<file path="config.mk">
export PLATFORM = sky130hd
export DESIGN_NAME = uart_rx_byte_flat
export DESIGN_NICKNAME = d
export VERILOG_FILES = /design/src/rtl/uart_rx_byte_if.sv /design/src/rtl/uart_rx_byte.sv /design/src/flat_wrapper.sv
export SDC_FILE = /design/constraint.sdc
export NUM_CORES = 1
export LEC_CHECK = 0
export BUFFER_PORTS_ARGS = -buffer_cell sky130_fd_sc_hd__buf_4
export CORE_MARGIN = 2
export CORE_UTILIZATION = 35
export DETAILED_ROUTE_END_ITERATION = 12
export PLACE_DENSITY_LB_ADDON = 0.1
export SYNTH_ARGS = -nofsm -noshare
export SYNTH_HDL_FRONTEND = slang
export SYNTH_SLANG_ARGS = --single-unit
</file>
<file path="constraint.sdc">
create_clock -name clk -period 4 [get_ports clk]
set_clock_uncertainty 0.1 [all_clocks]
set_input_delay 0.4 -clock clk [delete_from_list [all_inputs] [get_ports clk]]
set_output_delay 0.4 -clock clk [all_outputs]
set_load 0.02 [all_outputs]
</file>
<file path="src/rtl/uart_rx_byte_if.sv">
// uart_rx_byte_if: serial line into the receiver and byte strobes out of it
interface uart_rx_byte_if;
    logic       rx;
    logic       rok;
    logic [7:0] mosi;
    logic       frame_err;
    logic       rx_busy;
    modport master (output rx, input rok, mosi, frame_err, rx_busy);
    modport slave  (input rx, output rok, mosi, frame_err, rx_busy);
endinterface

</file>
<file path="src/rtl/uart_rx_byte.sv">
// uart_rx_byte: 8N1 UART receiver, centre-sampled, emits one-cycle byte and framing-error strobes
module uart_rx_byte #(
    parameter int CLKS_PER_BIT = 434,
    parameter int CNT_W        = 16
) (
    input logic           clk,
    input logic           rst,
    uart_rx_byte_if.slave bus
);
    typedef enum logic [2:0] {IDLE, START, DATA, STOP, WAIT_IDLE} state_t;
    localparam logic [CNT_W-1:0] HALF = CNT_W'(CLKS_PER_BIT / 2 - 1);
    localparam logic [CNT_W-1:0] FULL = CNT_W'(CLKS_PER_BIT - 1);
    state_t           state, state_nx;
    logic [CNT_W-1:0] cnt, cnt_nx;
    logic [2:0]       bit_idx, bit_idx_nx;
    logic [7:0]       shreg, shreg_nx, mosi_nx;
    logic             rx_m, rx_s, rok_nx, ferr_nx;
    always_ff @(posedge clk) begin
        if (rst) begin
            rx_m          <= 1'b1;
            rx_s          <= 1'b1;
            state         <= IDLE;
            cnt           <= '0;
            bit_idx       <= '0;
            shreg         <= '0;
            bus.mosi      <= '0;
            bus.rok       <= 1'b0;
            bus.frame_err <= 1'b0;
            bus.rx_busy   <= 1'b0;
        end else begin
            rx_m          <= bus.rx;
            rx_s          <= rx_m;
            state         <= state_nx;
            cnt           <= cnt_nx;
            bit_idx       <= bit_idx_nx;
            shreg         <= shreg_nx;
            bus.mosi      <= mosi_nx;
            bus.rok       <= rok_nx;
            bus.frame_err <= ferr_nx;
            bus.rx_busy   <= state_nx != IDLE;
        end
    end
    always_comb begin
        state_nx   = state;
        cnt_nx     = cnt + CNT_W'(1);
        bit_idx_nx = bit_idx;
        shreg_nx   = shreg;
        mosi_nx    = bus.mosi;
        rok_nx     = 1'b0;
        ferr_nx    = 1'b0;
        case (state)
            IDLE: begin
                cnt_nx   = '0;
                state_nx = rx_s ? IDLE : START;
            end
            START: if (cnt == HALF) begin
                // a start bit that is high again at its centre was only a glitch
                state_nx   = rx_s ? IDLE : DATA;
                cnt_nx     = '0;
                bit_idx_nx = '0;
            end
            DATA: if (cnt == FULL) begin
                shreg_nx   = {rx_s, shreg[7:1]};
                cnt_nx     = '0;
                bit_idx_nx = bit_idx + 3'd1;
                state_nx   = (bit_idx == 3'd7) ? STOP : DATA;
            end
            STOP: if (cnt == FULL) begin
                cnt_nx   = '0;
                rok_nx   = rx_s;
                ferr_nx  = !rx_s;
                mosi_nx  = rx_s ? shreg : bus.mosi;
                state_nx = rx_s ? IDLE : WAIT_IDLE;
            end
            WAIT_IDLE: begin
                cnt_nx   = '0;
                state_nx = rx_s ? IDLE : WAIT_IDLE;
            end
            default: state_nx = IDLE;
        endcase
    end
endmodule

</file>
<file path="src/flat_wrapper.sv">
// flat-port wrapper written by rule: the top's interface ports become plain ports
module uart_rx_byte_flat 
#(
    parameter int CLKS_PER_BIT = 434,
    parameter int CNT_W        = 16
)
  (clk, rst, bus_rx, bus_rok, bus_mosi, bus_frame_err, bus_rx_busy);
  uart_rx_byte_if bus_i ();
  input logic clk;
  input logic rst;
  input wire logic [$bits(bus_i.rx)-1:0] bus_rx;
  output wire logic [$bits(bus_i.rok)-1:0] bus_rok;
  output wire logic [$bits(bus_i.mosi)-1:0] bus_mosi;
  output wire logic [$bits(bus_i.frame_err)-1:0] bus_frame_err;
  output wire logic [$bits(bus_i.rx_busy)-1:0] bus_rx_busy;
  assign bus_i.rx = bus_rx;
  assign bus_rok = bus_i.rok;
  assign bus_mosi = bus_i.mosi;
  assign bus_frame_err = bus_i.frame_err;
  assign bus_rx_busy = bus_i.rx_busy;
  uart_rx_byte #(.CLKS_PER_BIT(CLKS_PER_BIT), .CNT_W(CNT_W)) u_core (.clk(clk), .rst(rst), .bus(bus_i));
endmodule
</file>
Yosys cells after proc, flatten, opt, wreduce, memory -nomap -nowiden
Cells that the tools add are included.

Word-level logic and storage cells: 47. Input bits: 3. Output and inout bits: 11. Bits in registers: 43.

Bitwise gates (word level): 2. Muxes and demuxes: 14. Reductions and logical operators: 10. Equal/unequal tests: 9. Add/sub/neg operators: 2.

Operators by type and width (count): $pmux 16 s3 (1); $mux 16 (2); $mux 3 (6); $add 16x1->16 const B (1); $eq 16x8->1 const B (1); $eq 16x9->1 const B (1); $pmux 3 s5 (1); $eq 3x2->1 const B (2); $eq 3x3->1 const B (2); $pmux 3 s2 (1); $reduce_and 3->1 (2); $ne 2x1->1 const B (2); $reduce_or 2->1 (2); $add 3x1->3 const B (1); $eq 3x1->1 const B (1); $logic_not 3->1 (1); $reduce_bool 3->1 (1); $reduce_or 3->1 (1); $mux 1 (2); $mux 2 (1); $not 1->1 (2); $reduce_and 2->1 (1); $reduce_bool 2->1 (1); $logic_not 1->1 (1).

Depth between registers and ports, before layout
Gate-level depths: netlist (run 1).

Word-level depth: 5. Depth in mapped cells: 8. Mapped depth without buffers: 7.

Worst setup path before layout (run 1)
OpenSTA, ideal clock, no wires.

Kind: flip-flop to flip-flop. From: register u_core.cnt[13]. To: register u_core.bus.rx_busy. Data arrival time: 1897 ps. Path buffers: 0. Cell stages (with the launch flop): 6. Slack: 1876 ps. Library setup time: 127 ps. Required time: 3773 ps. Path through: dfxtp_1 or4_1 nor4_2 nand2b_1 o221ai_1 or3_1.

Word-level cells in the longest chain between the ends: 4.

Ends and longest elaborated chain: start, declared (RTL line uart_rx_byte.sv:14) `logic [CNT_W-1:0] cnt, cnt_nx;`; start signal, assigned (RTL line uart_rx_byte.sv:34) `cnt <= cnt_nx;`; $eq 16x9->1 or $eq 16x8->1 (tied branches) (RTL line uart_rx_byte.sv:62, uart_rx_byte.sv:68, uart_rx_byte.sv:56); $mux 3, on equally long branches (RTL line uart_rx_byte.sv:68, uart_rx_byte.sv:56, uart_rx_byte.sv:62); $pmux 3 s5 (*) (RTL line uart_rx_byte.sv:51) `case (state)`; $reduce_bool 3->1 (*) (RTL line uart_rx_byte.sv:40) `bus.rx_busy <= state_nx != IDLE;`; end signal, assigned (RTL line uart_rx_byte.sv:29) `bus.rx_busy <= 1'b0;`; end signal, assigned (RTL line uart_rx_byte.sv:40); end, declared (RTL line uart_rx_byte_if.sv:9) `modport slave (input rx, output rok, mosi, frame_err, rx_busy);`.

Mark *: on every way between the ends. The rest lies on a longest branch, timed or not. A chain may end at the register's enable or synchronous reset.

Worst setup path after layout (run 1)
From: register u_core.cnt[13]. To: register u_core.cnt[3].

Word-level cells in the longest chain between the ends: 3.

Ends and longest elaborated chain (RTL line): $eq 16x9->1 or $eq 16x8->1 (tied branches) (uart_rx_byte.sv:62, uart_rx_byte.sv:68, uart_rx_byte.sv:56); $mux 16, on equally long branches (uart_rx_byte.sv:62, uart_rx_byte.sv:68, uart_rx_byte.sv:56); $pmux 16 s3 (*) (uart_rx_byte.sv:51).

Marked as above.

==> results of run 1 <==
[path summary, 6_finish.rpt]
check,cells past startpoint,startpoint,endpoint
setup / recovery,5,u_core.cnt[13],u_core.cnt[3]
hold / removal,2,bus_rx,u_core.rx_m
setup reg to reg,5,u_core.cnt[13],u_core.cnt[3]
hold reg to reg,1,u_core.rx_m,u_core.rx_s
[critical path: stages (launching register included)]
cell and delay [ns]:
dfxtp_1 0.35, or4_1 0.66, nor4_2 0.45, mux2i_1 0.15, o21ai_2 0.56, nor2_1 0.11
[state kept, by name, indices dropped and copies added (netlist names)]
| register | flops |
|---|---|
| u_core.rx_s | 1 |
| u_core.bus.frame_err | 1 |
| u_core.cnt | 16 |
| u_core.shreg | 8 |
| u_core.bit_idx | 3 |
| u_core.bus.mosi | 8 |
| u_core.rx_m | 1 |
| u_core.bus.rok | 1 |
| u_core.state | 3 |
| u_core.bus.rx_busy | 1 |
[power by group through the flow]
stage	logic, W	registers, W	clock network, W
finish	0.0000351	0.000444	0.000401
global route	0.0000395	0.000445	0.000429
CTS	0.0000356	0.000444	0.000409
detailed placement	0.0000358	0.000454	0
global placement	0.0000346	0.000454	0
floorplan	0.0000278	0.000451	0
[area by class of cell]
cell class,count,area [um2],share of cell area [%]
Multi-Input combinational cell,147,915.9,43.42
Sequential cell,43,860.8,40.81
Timing Repair Buffer,13,97.59,4.626
Tap cell,70,87.58,4.152
Clock buffer,6,72.57,3.440
Clock inverter,2,60.06,2.847
Inverter,4,15.01,0.7117
[through the flow]
stage / setup WS (ns) / util (%) / std cells / cell area [um2] / power [W]
floorplan: 1.876 / - / 202 / 1827 / 0.0004787
global placement: 1.613 / 38.95 / 277 / 1977 / 0.0004888
detailed placement: 1.469 / 38.95 / 277 / 1977 / 0.0004900
CTS: 1.468 / 41.57 / 285 / 2110 / 0.0008882
global route: 1.286 / 41.57 / 285 / 2110 / 0.0009139
finish: 1.492 / 41.57 / 285 / 2110 / 0.0008803
[cell usage in the layout, fill, tap and decap left out, types with 3 or more instances in the layout]
master,Yosys,layout
a21oi_1,12,12
nand3_1,5,5
buf_4,1,13
nand4_1,8,8
dfxtp_1,43,43
clkbuf_8,0,5
xor2_1,6,6
nor2_1,36,36
mux2i_1,9,9
inv_1,4,4
nand2_1,25,25
nand2b_1,3,3
ha_1,5,5
xnor2_1,8,8
[cell families after synthesis]
family | synth area share (%)
compound gates | 5.960
fa+ha+maj | 3.425
flops | 47.12
mux | 4.932
buf+inv | 2.739
simple gates | 29.11
xor+xnor | 6.712
[routing by layer]
layer / vias up / part of all wire (%) / GRT usage (%)
met4: 0 / 1.8 / 5.455
met1: 641 / 49 / 17.33
met2: 16 / 46 / 20.71
met3: 6 / 3.6 / 4.147
li1: 715 / - / -
met5: - / 0 / 0
==> results_dict.tcl, run 1 <==
set metrics [dict create \
    status "finished, final reports clean" \
    antenna_found_initial 0 \
    drtAntennaViolNets 0 \
    power_frac_comb_pct 4.0 \
    avgViaCountPerCell 4.835 \
    timing_worst_setup_path_type "register to register" \
    wl_mm 3.576 \
    yosysMostFrequentCell "dfxtp_1" \
    synth.avg_cell_area_um2 9.043 \
    syn-instance-count 202 \
    setup_viol 0 \
    slew_headroom_pct 54.74 \
    clkTransAtPathRegs_ns 0.08 \
    async_reset_ff_share_pct 0 \
    antennaDiodeCount 0 \
    nets 222 \
    finalHoldViolCount 0 \
    vdd_drop_max_mv 0.1747 \
    cp_max_fo 16 \
    ctsLongestPathBuffers 2 \
    timing.max_cap.violations 0 \
    die_area_um2 5813 \
    clk_latency_ns 0.29 \
    p_leak_nw 0.7702 \
    gr-usage-all-layers_pct 13.38 \
    dr.pass1.iters 4 \
    seqPwrFrac_pct 50.4 \
    synth_common_cells "dfxtp_1, nor2_1, nand2_1" \
    fin_crit_ns 2.508 \
    cp-start-kind "register" \
    totalNegativeSetupSlack_ns 0 \
    min_path_type "primary input to register" \
    synthTopCellsByArea "dfxtp_1, nor2_1, nand2_1" \
    yosysWarnings 0 \
    drc 0 \
    synth_cell_types 38 \
    synth_edf_count 0 \
    rsz0062_at_grt "no" \
    swShare_pct 20.87 \
    cts_buffers 5 \
    switchingPower_w 0.0001837 \
    yosys_most_used_dff "dfxtp_1" \
    fp.dieW_um 76.25 \
    clk_root_buffer_cell "clkbuf_8" \
    ys_ff_latch 43 \
    area_growth_pct 15.48 \
    grt_overflow 0 \
    synth_top_area_cell "dfxtp_1" \
    fmax_ghz 0.3988 \
    r2r_slack_ns 1.49 \
    wl_per_cell_um 12.55 \
    critPathRequiredTime_ns 4.06 \
    vias 1378 \
    slew_violations 0 \
    grt_pass1_vias 1304 \
    cts_tree "done" \
    drive_above_1_share_pct 13.95 \
    initial_core_util_pct 36.00 \
    dp_hpwl_mm 2.522 \
    synth_nets 210 \
    p_int_w 0.0006966 \
    h-tree-depth 2 \
    cp-end-kind "register" \
    synth_top_area_share_pct 47.12 \
    core_um2 5075 \
    die_h_um 76.25 \
    cellPowerDensity_nw_per_um2 417.3 \
    hold_buffers 0 \
    rows 26 \
    arrival_ns 2.57 \
    drtIter0Drc 64 \
    min_period_over_period_pct 62.69 \
    portBuffers 13 \
    grt_pass1_wl_mm 6.244 \
    postCtsSetupBuffers 0 \
    holdWs_ns 0.1878 \
    clock_sinks 43 \
    cts-resized-gates 0 \
    worst_slew_pin_slew_ns 0.6788 \
    synth-seq-area-share_pct 47.12 \
    grt_max_degree 28 \
    synth_area_um2 1827 \
    io_pins 14 \
    power_frac_clock_pct 45.6 \
    fill_cells 516 \
    place_congestion 0.7332 \
]
Note: power is estimated with default switching activity, not from simulation.
==> inputs of run 2 (changes only) <==
clock period = 2.1 ns   (was 4 ns; I/O delays follow)
==> run 2 against run 1 <==
- the flow now finishes with violations (negative setup slack)
- via count grew 9.3%
- combinational power grew to 2.7 times the previous value
- non-clock buffer count grew 22
- worst setup slack lost 1.5 ns
- critical path depth is the same
- count of clock-buffer cells in the layout shrank 1
- cell count grew 7.7%
- register-to-register slack lost 1.5 ns
- wire length grew 6.5%
- critical path type unchanged
- largest cell class unchanged
==> results_dict.tcl, run 2 (synthesis gave the netlist of run 1 again) <==
set metrics [dict create \
    status "finished, violations left" \
    failed_checks "negative setup slack" \
    cp-end-kind "register" \
    r2r_slack_ns -0.003 \
    clk_latency_ns 0.30 \
    gr-usage-all-layers_pct 14.06 \
    antennaDiodeCount 0 \
    rows 26 \
    arrival_ns 2.24 \
    timing.max_cap.violations 0 \
    wl_mm 3.807 \
    grt_pass1_wl_mm 6.651 \
    fin_crit_ns 2.103 \
    core_um2 5075 \
    slew_violations 0 \
    fmax_ghz 0.4756 \
    grt_use_met3_pct 2.962 \
    grt_most_used_layer "met2" \
    power_frac_clock_pct 40.9 \
    p_leak_nw 0.8850 \
    cp-start-kind "register" \
    power_w 0.001577 \
    multiInputGateArea_um2 943.4 \
    clock_sinks 43 \
    setup_slack_ns -0.002685 \
    critPathMaxStageDelay_ns 0.59 \
    cts_buffers 5 \
    cts_tree "done" \
    slew_headroom_pct 64.60 \
    drc 0 \
    rsz0062_at_grt "yes" \
    stdcell_area_um2 2300 \
    grt_max_degree 28 \
    critPathRequiredTime_ns 2.23 \
    h-tree-depth 2 \
    largest_register "u_core.cnt" \
    crit_buf_inv 0 \
    fp.dieW_um 76.25 \
    min_path_type "primary input to register" \
    cp_max_fo 4 \
    drive_above_1_share_pct 24.05 \
    seq_area_um2 863.3 \
    avgViaCountPerCell 4.906 \
    cellPowerDensity_nw_per_um2 685.7 \
    seqPwrFrac_pct 53.1 \
    initial_core_util_pct 36.00 \
    grt_use_met2_pct 23.98 \
    wl_per_cell_um 12.40 \
    place_congestion 0.7844 \
    grt_overflow 0 \
    ctsLongestPathBuffers 2 \
    dr.pass1.iters 4 \
    worst_slew_pin_slew_ns 0.5176 \
    reg_top3 "u_core.cnt x16, u_core.bus.mosi x8, u_core.shreg x8" \
    dp_slack_ns -0.01778 \
    clkTransAtPathRegs_ns 0.09 \
    finalHoldViolCount 0 \
    final_cell_mix "dfxtp_1, nor2_1, buf_4" \
    power_frac_comb_pct 6.0 \
    largest_reg_flops 16 \
    cpLargestDelayFamily "simple AND/OR/NAND/NOR gates" \
    final_core_util_pct 45.32 \
    area_growth_pct 25.89 \
    cp_cell_sequence "or4_4 > nor4_4 > nand2_2 > or4_4 > a21oi_2" \
    p_int_w 0.001220 \
    swShare_pct 22.60 \
    portBuffers 13 \
    die_area_um2 5813 \
    min_period_over_period_pct 100.1 \
    switchingPower_w 0.0003564 \
    slowest_stage "or4_4" \
    holdWs_ns 0.1652 \
    fill_cells 523 \
    postPlaceCellArea_um2 2145 \
    setup_viol 1 \
    io_pins 14 \
    grtUsageMet1_pct 16.90 \
    vias 1506 \
    antenna_found_initial 0 \
    grt_pass1_vias 1481 \
    nets 244 \
    drtAntennaViolNets 0 \
    dp_hpwl_mm 2.764 \
    drtIter0Drc 100 \
    die_h_um 76.25 \
    clk_root_buffer_cell "clkbuf_8" \
    crit_path_frequent_cell "or4_4" \
    timing_worst_setup_path_type "register to register" \
    final_common_cell "dfxtp_1" \
    vdd_drop_max_mv 0.3856 \
]
-- run 2: metrics by stage --
step,cells,TNS (ns)
floorplan,202,0
CTS,305,-0.02124
detailed placement,296,-0.03820
finish,307,-0.002685
global route,307,-1.201
global placement,296,0
-- run 2: worst register-to-register path, cell delays in order (launching register included) --
cell and delay, ns:
dfxtp_2 0.32, or4_4 0.59, nor4_4 0.37, nand2_2 0.10
or4_4 0.43, a21oi_2 0.14
-- run 2: area by class of cell --
type,instances,area share (%)
clock buffers,5,2.992
clock inverters,3,1.904
inverters,4,0.6529
multi-input cells,147,41.02
flip-flops and latches,43,37.54
well taps,70,3.808
repair buffers,35,12.08
-- run 2: worst paths after layout --
kind / startpoint / endpoint / depth (start not counted)
worst min-delay path: rst / u_core.bus.mosi[7] / 2
worst max register to register: u_core.cnt[9] / u_core.bit_idx[0] / 5
worst min register to register: u_core.rx_m / u_core.rx_s / 1
worst max-delay path: u_core.cnt[9] / u_core.bit_idx[0] / 5
-- run 2: repair_timing --
action	4_1_cts	5_1_grt
setup buffers	0	2
resized for setup	1	4
cloned	0	0
hold buffers	1	0
pin swaps	8	7
setup endpoints to repair	10	28
hold endpoints to repair	1	0
-- run 2: power groups by stage --
stage	Combinational (W)	Clock [W]	Sequential, W
final	0.0000944	0.000646	0.000837
after global routing	0.000104	0.000701	0.000840
after CTS	0.0000951	0.000669	0.000837
after detailed placement	0.0000936	0	0.000856
after global placement	0.0000920	0	0.000856
after floorplan	0.0000530	0	0.000859
-- run 2: routing by layer --
| metal | up-vias | part of all wire (%) |
|---|---|---|
| met2 | 18 | 49 |
| li1 | 758 | - |
| met4 | 0 | 1.5 |
| met1 | 724 | 46 |
| met3 | 6 | 2.9 |
| met5 | - | 0 |
==> inputs of run 3 (changes only) <==
CTS_BUF_LIST = sky130_fd_sc_hd__clkbuf_16   (was unset)
HOLD_SLACK_MARGIN = 0.02   (was unset)
==> run 3 against run 2 <==
- the flow still finishes with violations (negative setup slack)
- sequential share of layout area down 0.78 points
- via count up 0.33%
- global-route usage up 0.20 points
- cell area up 2.1%
- power up 15%
- die area unchanged
- utilization up 0.96 points
- flip-flop and latch count unchanged
- register-to-register slack about the same
- worst setup slack worse by 0.015 ns
- largest power group is now the clock network
==> results_dict.tcl, run 3 (synthesis gave the netlist of run 1 again) <==
set metrics [dict create \
    status "finished, violations left" \
    failed_checks "negative setup slack" \
    final_cell_mix "dfxtp_1, nor2_1, buf_4" \
    dr.pass1.iters 4 \
    finalHoldViolCount 0 \
    antennaDiodeCount 0 \
    endpoint "u_core.bit_idx[0]" \
    grt_overflow 0 \
    grt_pass1_vias 1469 \
    power_w 0.001807 \
    ctsLongestPathBuffers 2 \
    avgViaCountPerCell 4.938 \
    slew_violations 0 \
    die_h_um 76.25 \
    antenna_found_initial 0 \
    cts_tree "done" \
    timing.max_cap.violations 0 \
    seq_area_um2 863.3 \
    fin_crit_ns 2.117 \
    reg_top3 "u_core.cnt x16, u_core.bus.mosi x8, u_core.shreg x8" \
    drive_above_1_share_pct 23.73 \
    reg2reg_to "u_core.bit_idx[0]" \
    clk_root_buffer_cell "clkbuf_16" \
    wl_per_cell_um 12.53 \
    cp-start-kind "register" \
    portBuffers 13 \
    nets 243 \
    worst_slew_pin_slew_ns 0.5094 \
    cts_buffers 5 \
    core_um2 5075 \
    setup_viol 1 \
    drc 0 \
    fill_cells 511 \
    startpoint "u_core.cnt[9]" \
    die_area_um2 5813 \
    rsz0062_at_grt "yes" \
    grt_pass1_wl_mm 6.706 \
    min_path_type "primary input to register" \
    wl_mm 3.833 \
    multiInputGateArea_um2 943.4 \
    totalNegativeSetupSlack_ns -0.01722 \
    critPathRequiredTime_ns 2.22 \
    r2r_slack_ns -0.02 \
    worstRegToRegCells 5 \
    final_common_cell "dfxtp_1" \
    vias 1511 \
    gr-usage-all-layers_pct 14.26 \
    cp_max_fo 4 \
    rows 26 \
    drtAntennaViolNets 0 \
    io_pins 14 \
    cp-end-kind "register" \
    timing_worst_setup_path_type "register to register" \
    final_core_util_pct 46.28 \
    setup_slack_ns -0.01722 \
    fp.dieW_um 76.25 \
    p_leak_nw 0.9052 \
    clkTransAtPathRegs_ns 0.06 \
    reg2reg_from "u_core.cnt[9]" \
    min_period_over_period_pct 100.8 \
    place_congestion 0.7844 \
    fmax_ghz 0.4723 \
    cellPowerDensity_nw_per_um2 769.4 \
    arrival_ns 2.24 \
    largest_reg_flops 16 \
    vdd_drop_max_mv 0.2801 \
    min_from "rst" \
    initial_core_util_pct 36.00 \
    clk_latency_ns 0.28 \
    grt_max_degree 28 \
    clock_sinks 43 \
    slew_headroom_pct 65.16 \
    largest_register "u_core.cnt" \
    area_growth_pct 28.56 \
    dp_hpwl_mm 2.764 \
    drtIter0Drc 106 \
    h-tree-depth 2 \
]
==> run 3: worst min-delay path by stage <==
stage / endpoint / slack [ns] / cells after the start
final: u_core.bus.mosi[7] / 0.19 / 2
after global routing: u_core.bus.mosi[1] / 0.20 / 2
after CTS: u_core.bus.mosi[2] / 0.18 / 2
after detailed placement: u_core.rx_m / 0.30 / 2
after global placement: u_core.rx_s / 0.29 / 1
after floorplan: u_core.rx_m / 0.21 / 1
==> run 3: per-stage QoR <==
| step | setup WS (ns) | cells | cell area, um2 | hold slack, ns |
|---|---|---|---|---|
| CTS | -0.01773 | 305 | 2331 | 0.1779 |
| global placement | 0.02234 | 296 | 2145 | 0.2918 |
| global route | -0.08784 | 306 | 2349 | 0.1983 |
| detailed placement | -0.01778 | 296 | 2145 | 0.2979 |
| floorplan | 0.002517 | 202 | 1839 | 0.2138 |
| finish | -0.01722 | 306 | 2349 | 0.1851 |
==> run 3: critical path, stage by stage, from the launching register on <==
cell	delay, ns
dfxtp_2	0.32
or4_4	0.59
nor4_4	0.38
nand2_2	0.10
or4_4	0.43
a21oi_2	0.14
==> run 3: per-layer routing <==
layer  track usage (%)  wire, um  vias to the layer above
li1                  -         -                      759
met5                 0         0                        -
met4             5.455        35                        0
met2             24.34      1914                       19
met1             16.98      1762                      729
met3             4.028       120                        4
==> run 3: repair_timing <==
action / CTS / global route
hold buffers: 1 / 0
gates cloned: 0 / 0
endpoints found under the setup margin: 10 / 28
gates resized for setup: 1 / 4
pin swaps: 8 / 7
endpoints found under the hold margin: 1 / 0
setup buffers: 0 / 1
==> run 3: area by class of cell <==
| type | count | share of cell area, % |
|---|---|---|
| clock buffer | 5 | 5.328 |
| clock inverter | 3 | 1.865 |
| inverter | 4 | 0.6393 |
| multi-input combinational | 147 | 40.17 |
| sequential | 43 | 36.76 |
| tap | 70 | 3.729 |
| timing repair buffer | 34 | 11.51 |
==> run 3: where the power goes <==
group,switching [W],internal (W),total (W)
clock network,0.000314,0.000560,0.000874
logic,0.0000562,0.0000384,0.0000946
registers,0.00000894,0.000829,0.000838
total,0.000379,0.00143,0.00181
